## config.mk

```make
export PLATFORM = sky130hd
export DESIGN_NAME = stack_unit
export DESIGN_NICKNAME = d
export VERILOG_FILES = /design/src/rtl/stack_unit.sv
export SDC_FILE = /design/constraint.sdc
export NUM_CORES = 1
export LEC_CHECK = 0
export ABC_AREA = 0
export CELL_PAD_IN_SITES_DETAIL_PLACEMENT = 0
export CELL_PAD_IN_SITES_GLOBAL_PLACEMENT = 2
export CORE_MARGIN = 2
export CORE_UTILIZATION = 40
export CTS_BUF_LIST = sky130_fd_sc_hd__clkbuf_8
export CTS_CLUSTER_DIAMETER = 120
export DETAILED_ROUTE_END_ITERATION = 7
export PLACE_DENSITY = 0.88
export SYNTH_ARGS = -nofsm -noshare
export SYNTH_HDL_FRONTEND = slang
export SYNTH_SLANG_ARGS = --single-unit
```

## constraint.sdc

```tcl
create_clock -name clk -period 9.85 [get_ports clk]
set_input_delay 1.97 -clock clk [delete_from_list [all_inputs] [get_ports clk]]
set_output_delay 1.97 -clock clk [all_outputs]
set_load 0.05 [all_outputs]
```

## src/rtl/stack_unit.sv

```systemverilog
// stack_unit: parametrised operand stack for the stack-based MIPS datapath.
// The stack sits between the ALU/memory result mux (din) and the ALU source
// muxes and data memory (tos/nos). It supports in-place DUP, SWAP, REDUCE,
// REPLACE and CLEAR. Illegal ops are blocked, latched as sticky
// overflow/underflow flags, and pulsed on fault for one cycle.
//
// Ports:
//   clk      rising-edge clock
//   rst      asynchronous active-low reset
//   op       operation code, sampled every rising edge
//   din      write data for PUSH/REDUCE/REPLACE
//   clr_err  synchronous clear of the sticky error flags
//   tos/nos  top / next-on-stack values (0 when the entry does not exist)
//   count    number of valid entries, 0..DEPTH
//   empty    count==0
//   full     count==DEPTH
//   err_ovf  sticky overflow flag
//   err_unf  sticky underflow flag
//   fault    one-cycle pulse after an illegal op edge
module stack_unit #(
  parameter int unsigned WIDTH = 8,
  parameter int unsigned DEPTH = 16,
  parameter int unsigned CW    = $clog2(DEPTH + 1)
) (
  input  logic             clk,
  input  logic             rst,
  input  logic [2:0]       op,
  input  logic [WIDTH-1:0] din,
  input  logic             clr_err,
  output logic [WIDTH-1:0] tos,
  output logic [WIDTH-1:0] nos,
  output logic [CW-1:0]    count,
  output logic             empty,
  output logic             full,
  output logic             err_ovf,
  output logic             err_unf,
  output logic             fault
);

  localparam int unsigned AW = (DEPTH > 1) ? $clog2(DEPTH) : 1;

  typedef enum logic [2:0] {
    OP_NOP     = 3'd0,
    OP_PUSH    = 3'd1,
    OP_POP     = 3'd2,
    OP_DUP     = 3'd3,
    OP_SWAP    = 3'd4,
    OP_REDUCE  = 3'd5,
    OP_REPLACE = 3'd6,
    OP_CLEAR   = 3'd7
  } op_e;

  logic [WIDTH-1:0] mem     [DEPTH];
  logic [WIDTH-1:0] mem_nxt [DEPTH];
  logic [CW-1:0]    count_q, count_nxt;
  logic             err_ovf_q, err_ovf_nxt;
  logic             err_unf_q, err_unf_nxt;
  logic             fault_q, fault_nxt;
  logic             ovf, unf;

  // Entry indices relative to the current top; only used when the guard holds.
  logic [AW-1:0] top_idx, sec_idx, new_idx;
  logic          has1, has2, not_full;

  assign top_idx  = AW'(count_q - CW'(1));
  assign sec_idx  = AW'(count_q - CW'(2));
  assign new_idx  = AW'(count_q);
  assign has1     = (count_q != '0);
  assign has2     = (count_q >= CW'(2));
  assign not_full = (count_q < CW'(DEPTH));

  // Next-state: storage, count, and error detection for the sampled op.
  always_comb begin
    mem_nxt   = mem;
    count_nxt = count_q;
    ovf       = 1'b0;
    unf       = 1'b0;
    case (op_e'(op))
      OP_NOP: ;
      OP_PUSH: begin
        if (not_full) begin
          mem_nxt[new_idx] = din;
          count_nxt        = count_q + CW'(1);
        end else begin
          ovf = 1'b1;
        end
      end
      OP_POP: begin
        if (has1) count_nxt = count_q - CW'(1);
        else      unf       = 1'b1;
      end
      OP_DUP: begin
        if (!has1) begin
          unf = 1'b1;
        end else if (!not_full) begin
          ovf = 1'b1;
        end else begin
          mem_nxt[new_idx] = mem[top_idx];
          count_nxt        = count_q + CW'(1);
        end
      end
      OP_SWAP: begin
        if (has2) begin
          mem_nxt[top_idx] = mem[sec_idx];
          mem_nxt[sec_idx] = mem[top_idx];
        end else begin
          unf = 1'b1;
        end
      end
      OP_REDUCE: begin
        if (has2) begin
          mem_nxt[sec_idx] = din;
          count_nxt        = count_q - CW'(1);
        end else begin
          unf = 1'b1;
        end
      end
      OP_REPLACE: begin
        if (has1) mem_nxt[top_idx] = din;
        else      unf              = 1'b1;
      end
      OP_CLEAR: count_nxt = '0;
      default: ;
    endcase

    // clr_err drops old flags but a same-edge new error still latches.
    fault_nxt   = ovf | unf;
    err_ovf_nxt = clr_err ? ovf : (err_ovf_q | ovf);
    err_unf_nxt = clr_err ? unf : (err_unf_q | unf);
  end

  // State registers.
  always_ff @(posedge clk or negedge rst) begin
    if (!rst) begin
      for (int i = 0; i < int'(DEPTH); i++) mem[i] <= '0;
      count_q   <= '0;
      err_ovf_q <= 1'b0;
      err_unf_q <= 1'b0;
      fault_q   <= 1'b0;
    end else begin
      mem       <= mem_nxt;
      count_q   <= count_nxt;
      err_ovf_q <= err_ovf_nxt;
      err_unf_q <= err_unf_nxt;
      fault_q   <= fault_nxt;
    end
  end

  assign tos     = has1 ? mem[top_idx] : '0;
  assign nos     = has2 ? mem[sec_idx] : '0;
  assign count   = count_q;
  assign empty   = !has1;
  assign full    = !not_full;
  assign err_ovf = err_ovf_q;
  assign err_unf = err_unf_q;
  assign fault   = fault_q;

endmodule

```

Yosys cells after proc, flatten, opt, wreduce, memory -nomap -nowiden:

Index checks and enable logic that the tools add are counted.

* add/sub/neg operators: 3
* multiply operators: 0
* div/mod/pow operators: 0
* order comparisons: 8
* equal/unequal tests: 14
* shift-type cells: 0
* mux-type cells: 40
* bitwise operators: 6
* reduce and logical (&&, ||, !) cells: 12

Operators by type and width (count)
* 128-bit bitwise mux: 6
* 128-bit 2-to-1 mux: 6
* 128-bit one-hot mux with 5 select lines: 1
* 8-bit demux with 4-bit select: 3
* 8-bit 2-to-1 mux: 9
* 8-bit binary-select mux with 4-bit select: 2
* 5-bit one-hot mux with 5 select lines: 1
* 5-bit 2-to-1 mux: 4
* 5-bit >= comparator (second input constant): 3
* 5-bit by 1-bit < comparator with 1-bit output (second input constant): 3
* 4-bit inverter with 5-bit output: 3
* 5-bit nonzero test: 3
* 2-bit inequality test (second input constant): 7
* 3-bit equality test (second input constant): 4
* 7-bit AND reduction: 1
* 3-bit by 2-bit equality test with 1-bit output (second input constant): 2
* 1-bit 2-to-1 mux: 6
* 5-bit by 1-bit adder with 5-bit output (second input constant): 1
* 5-bit by 2-bit >= comparator with 1-bit output (second input constant): 1
* 5-bit < comparator (second input constant): 1
* 5-bit by 1-bit subtractor with 5-bit output (second input constant): 1
* 1-bit one-hot mux with 2 select lines: 2
* 4-bit AND reduction: 1
* 4-bit by 2-bit subtractor with 4-bit output (second input constant): 1
* 6 further kinds: 11

* register bits after elaboration: 136
* bits in latches: 0
* RAM bits: 0
* ROM bits: 0
* input port bits: 14
* output and inout bits: 26
* logic and storage cells: 103
* memories: 0

Depth between registers and ports, before layout:

* word-level depth: 10
* gate-level depth with buffers: 16

Least setup slack after synthesis:

OpenSTA, ideal clock, no wires.

* kind: register to output
* from: reg count_q[0] (netlist: count[0])
* to: out tos[7]
* arrival: 3868 ps
* required time: 7880 ps
* slack: 4012 ps
* cell stages (with the launch flop): 13
* path buffers: 6
* cell sequence: dfrtp_1 -> buf_2 -> buf_2 -> buf_2 -> inv_1 -> ha_1 -> buf_2 -> clkbuf_1 -> mux4_2 -> mux2i_1 -> mux2_2 -> buf_2 -> nor2_1

* cells in the longest elaborated chain, start to end: 6
* elaborated cells on any way between the ends: 7
* classes of those cells: add/sub: 1; mux: 4; bitwise: 1; reduce/logical: 1

RTL lines
* from (decl): line 55 `logic [CW-1:0] count_q, count_nxt;`
* from (signal assigned): line 142 `count_q <= count_nxt;`
* 5-bit by 1-bit subtractor with 5-bit output
* 4-bit inverter with 5-bit output (not written as such): line 149 `assign tos = has1 ? mem[top_idx] : '0;`
* 8-bit binary-select mux with 4-bit select: line 149
* 8-bit 2-to-1 mux (not written as such) (2 in a row): line 149
* 8-bit 2-to-1 mux (*): line 149
* to (decl): line 30 `output logic [WIDTH-1:0] tos,`

Mark *: on every way between the ends. The rest lies on a longest branch, timed or not. The select of a mux whose other input is x is not followed.

Final worst setup path:

* from: reg count_q[1] (netlist: count[1])
* to: out tos[7]

The elaborated chain is that of the path after synthesis.

==> reports/qor.txt <==
Netlist cell types: 70
RSZ-0062 raised after global routing: false
Cells on worst reg2reg path: 9
Nets@finish: 1532
Worst Setup End Kind: output pin
Root Buffer: clkbuf_8
Maxcap violations: 0
Metal2 WL: 25300 um
Pwr Total: 5.08 mW
Setup TNS: 0 ps
Detail Route met3 WL: 6040 um
Routed wire length: 56800 um
CTS tree: done
Clock Skew: 18.4 ps
First-pass DRT Iterations: 8
Setup CP Type: flop to output pin
Hold buffer count at CTS: 0
Global placer's final weighted congestion: 0.988
CTS Buf Count: 17
Synth-to-Final Area Change: 8.78%
CTS Buffer Depth: 2
IO Pins: 40
Worst-Skew Late Latency: 520 ps
Fmax: 137 MHz
Most frequent cells after synthesis: 205 x o21ai_0, 157 x nand2_1, 136 x dfrtp_1, 130 x nor2_1, 100 x o22ai_1
Status: finished clean
Syn_nets: 1563
Endpoints failing hold: 0
Max incr delay on CP: 1160 ps
Share of cells above drive strength 1: 0.121
Worst vdd ir: 0.000347 V
Vias: 14253
Yosys Warn Count: 0
Hpwl dp: 39200 um
Worst path cell trace: inv_1, ha_2, mux4_2, mux2i_1, mux2_2, nor2_1, clkdlybuf4s50_1
Worst slew pin tran: 1300 ps
Initial antenna violation count: 0
Syn Area/Cell: 8.39 um^2
Initial Util: 0.408
Crit path from: count[1]
EDFF count, synth: 0
DR top layer: met4
Leakage: 5.25 nW
Port Buffer Count: 39
Worst-path fanout max: 38
Crit path time final: 7300 ps
Dpl ws: 3120 ps
Ratio of final minimum period to clock period: 0.741
Post-place instance area: 13600 um^2
First-pass GRT wire length: 85200 um
DIE AREA: 33800 um^2
Post-synth top flop: dfrtp_1
WP data arrival: 5330 ps
Post-Synthesis Cells: 1541
Worst-path clk slew: 80 ps
Levels on crit path: 7
Core Area: 31700 um^2
Post-Layout Cell Count: 1925
Worst Path Required: 7880 ps
Final number of setup-violating endpoints: 0
Top cells by area, synth: dfrtp_1 26%, mux4_2 11%, o21ai_0 7.9%
Overflow after GRT: 0
Die width: 184 um
Post-route worst setup slack: 2550 ps
Reg2reg start: count[1]
DP Cell Count: 1893
WP buf/inv: 2
Async SR Flop Fraction: 1.00
Largest net degree at the start of global routing: 86
Vias per cell: 7.40
CP max stage cell: ha_2
Worst min path class: flop to flop
Mapped Area: 12900 um^2
Type of origin of the critical path: flop
Antenna Cells: 0
Setup slack, reg-to-reg: 4970 ps
Top cell type's share of synthesized area: 0.263
Die outline height: 184 um
Final core utilization: 0.444
Setup bufs post-CTS: 0
Detailed-route DRC error count: 0
Antenna Violating Nets Remaining: 0
Total Routing Usage GR: 0.337
Crit path to: tos[7]
Final Slew Violations: 0
Num Clock Sinks: 136
Cell Rows: 65
Post-synthesis sequential area ratio: 0.263
Routed len/inst: 29.5 um
Finished Cell Area: 14100 um^2
Cell taking the most area after synthesis: dfrtp_1
CTS H-tree lvls: 4
Power per cell area: 361 nW/um^2
Most frequent cell after synthesis: o21ai_0
Starting DRT DRC Count: 1829
Final Hold Slack: 506 ps
#FFs+latches synth: 136
Crit path max-delay family: multiplexers
Slew HR: 0.129
Via count of the first global-routing pass: 13332
M1 WL: 22600 um
PostCTS Resize Cnt: 0
[final cells by class]
cell class | count | area (um^2)
clock buffers | 17 | 234
clock inverters | 15 | 203
fillers | 3088 | 17600
inverters | 28 | 105
multi-input cells | 1249 | 8930
flip-flops and latches | 136 | 3410
well taps | 402 | 503
repair buffers | 78 | 684
[worst min-delay path: stages, from the launching register on]
cell and delay, ps:
dfrtp_1 360, nand2b_1 60, nand3_1 60
[placed cells by master, fill, tap and decap left out, types with 16 or more instances in the layout]
master             n
a211oi_1          47
a21oi_1           66
a221o_1           25
a221oi_1          44
buf_4             39
clkbuf_8          17
clkdlybuf4s50_1   38
dfrtp_1          134
inv_1             28
mux2_2            16
mux2i_1           91
mux4_2            64
nand2_1          156
nand3_1           40
nor2_1           130
nor3_1            17
o211ai_1          22
o21ai_0          205
o221ai_1          21
o22ai_1          100
[worst min path at each step]
stage	slack, ps	to	from	depth (start not counted)
after floorplan	480	flop	flop	2
after CTS	510	err_unf	err_unf	2
final	510	err_unf	err_unf	2
after global placement	480	err_unf	err_unf	2
after global routing	540	err_unf	err_unf	2
after detailed placement	490	err_unf	err_unf	2
[power breakdown]
part / internal, mW / switching (mW)
logic: 1.17 / 2.23
registers: 0.760 / 0.369
clock network: 0.276 / 0.272
[cell families after synthesis]
logic type | share of synthesized area
AOI/OAI and AO/OA | 0.326
xor gates and xnor gates | 0.00581
adders and majority gates | 0.00774
buffers and inverters | 0.0496
DFF | 0.263
muxes | 0.207
and+or+nand+nor | 0.140
[routing by layer]
layer	up-vias	global-route usage
li1	6027	-
met1	6965	0.449
met2	1057	0.517
met3	204	0.0660
met4	0	0.179
met5	-	0
Power figures use the tool's default switching activity.
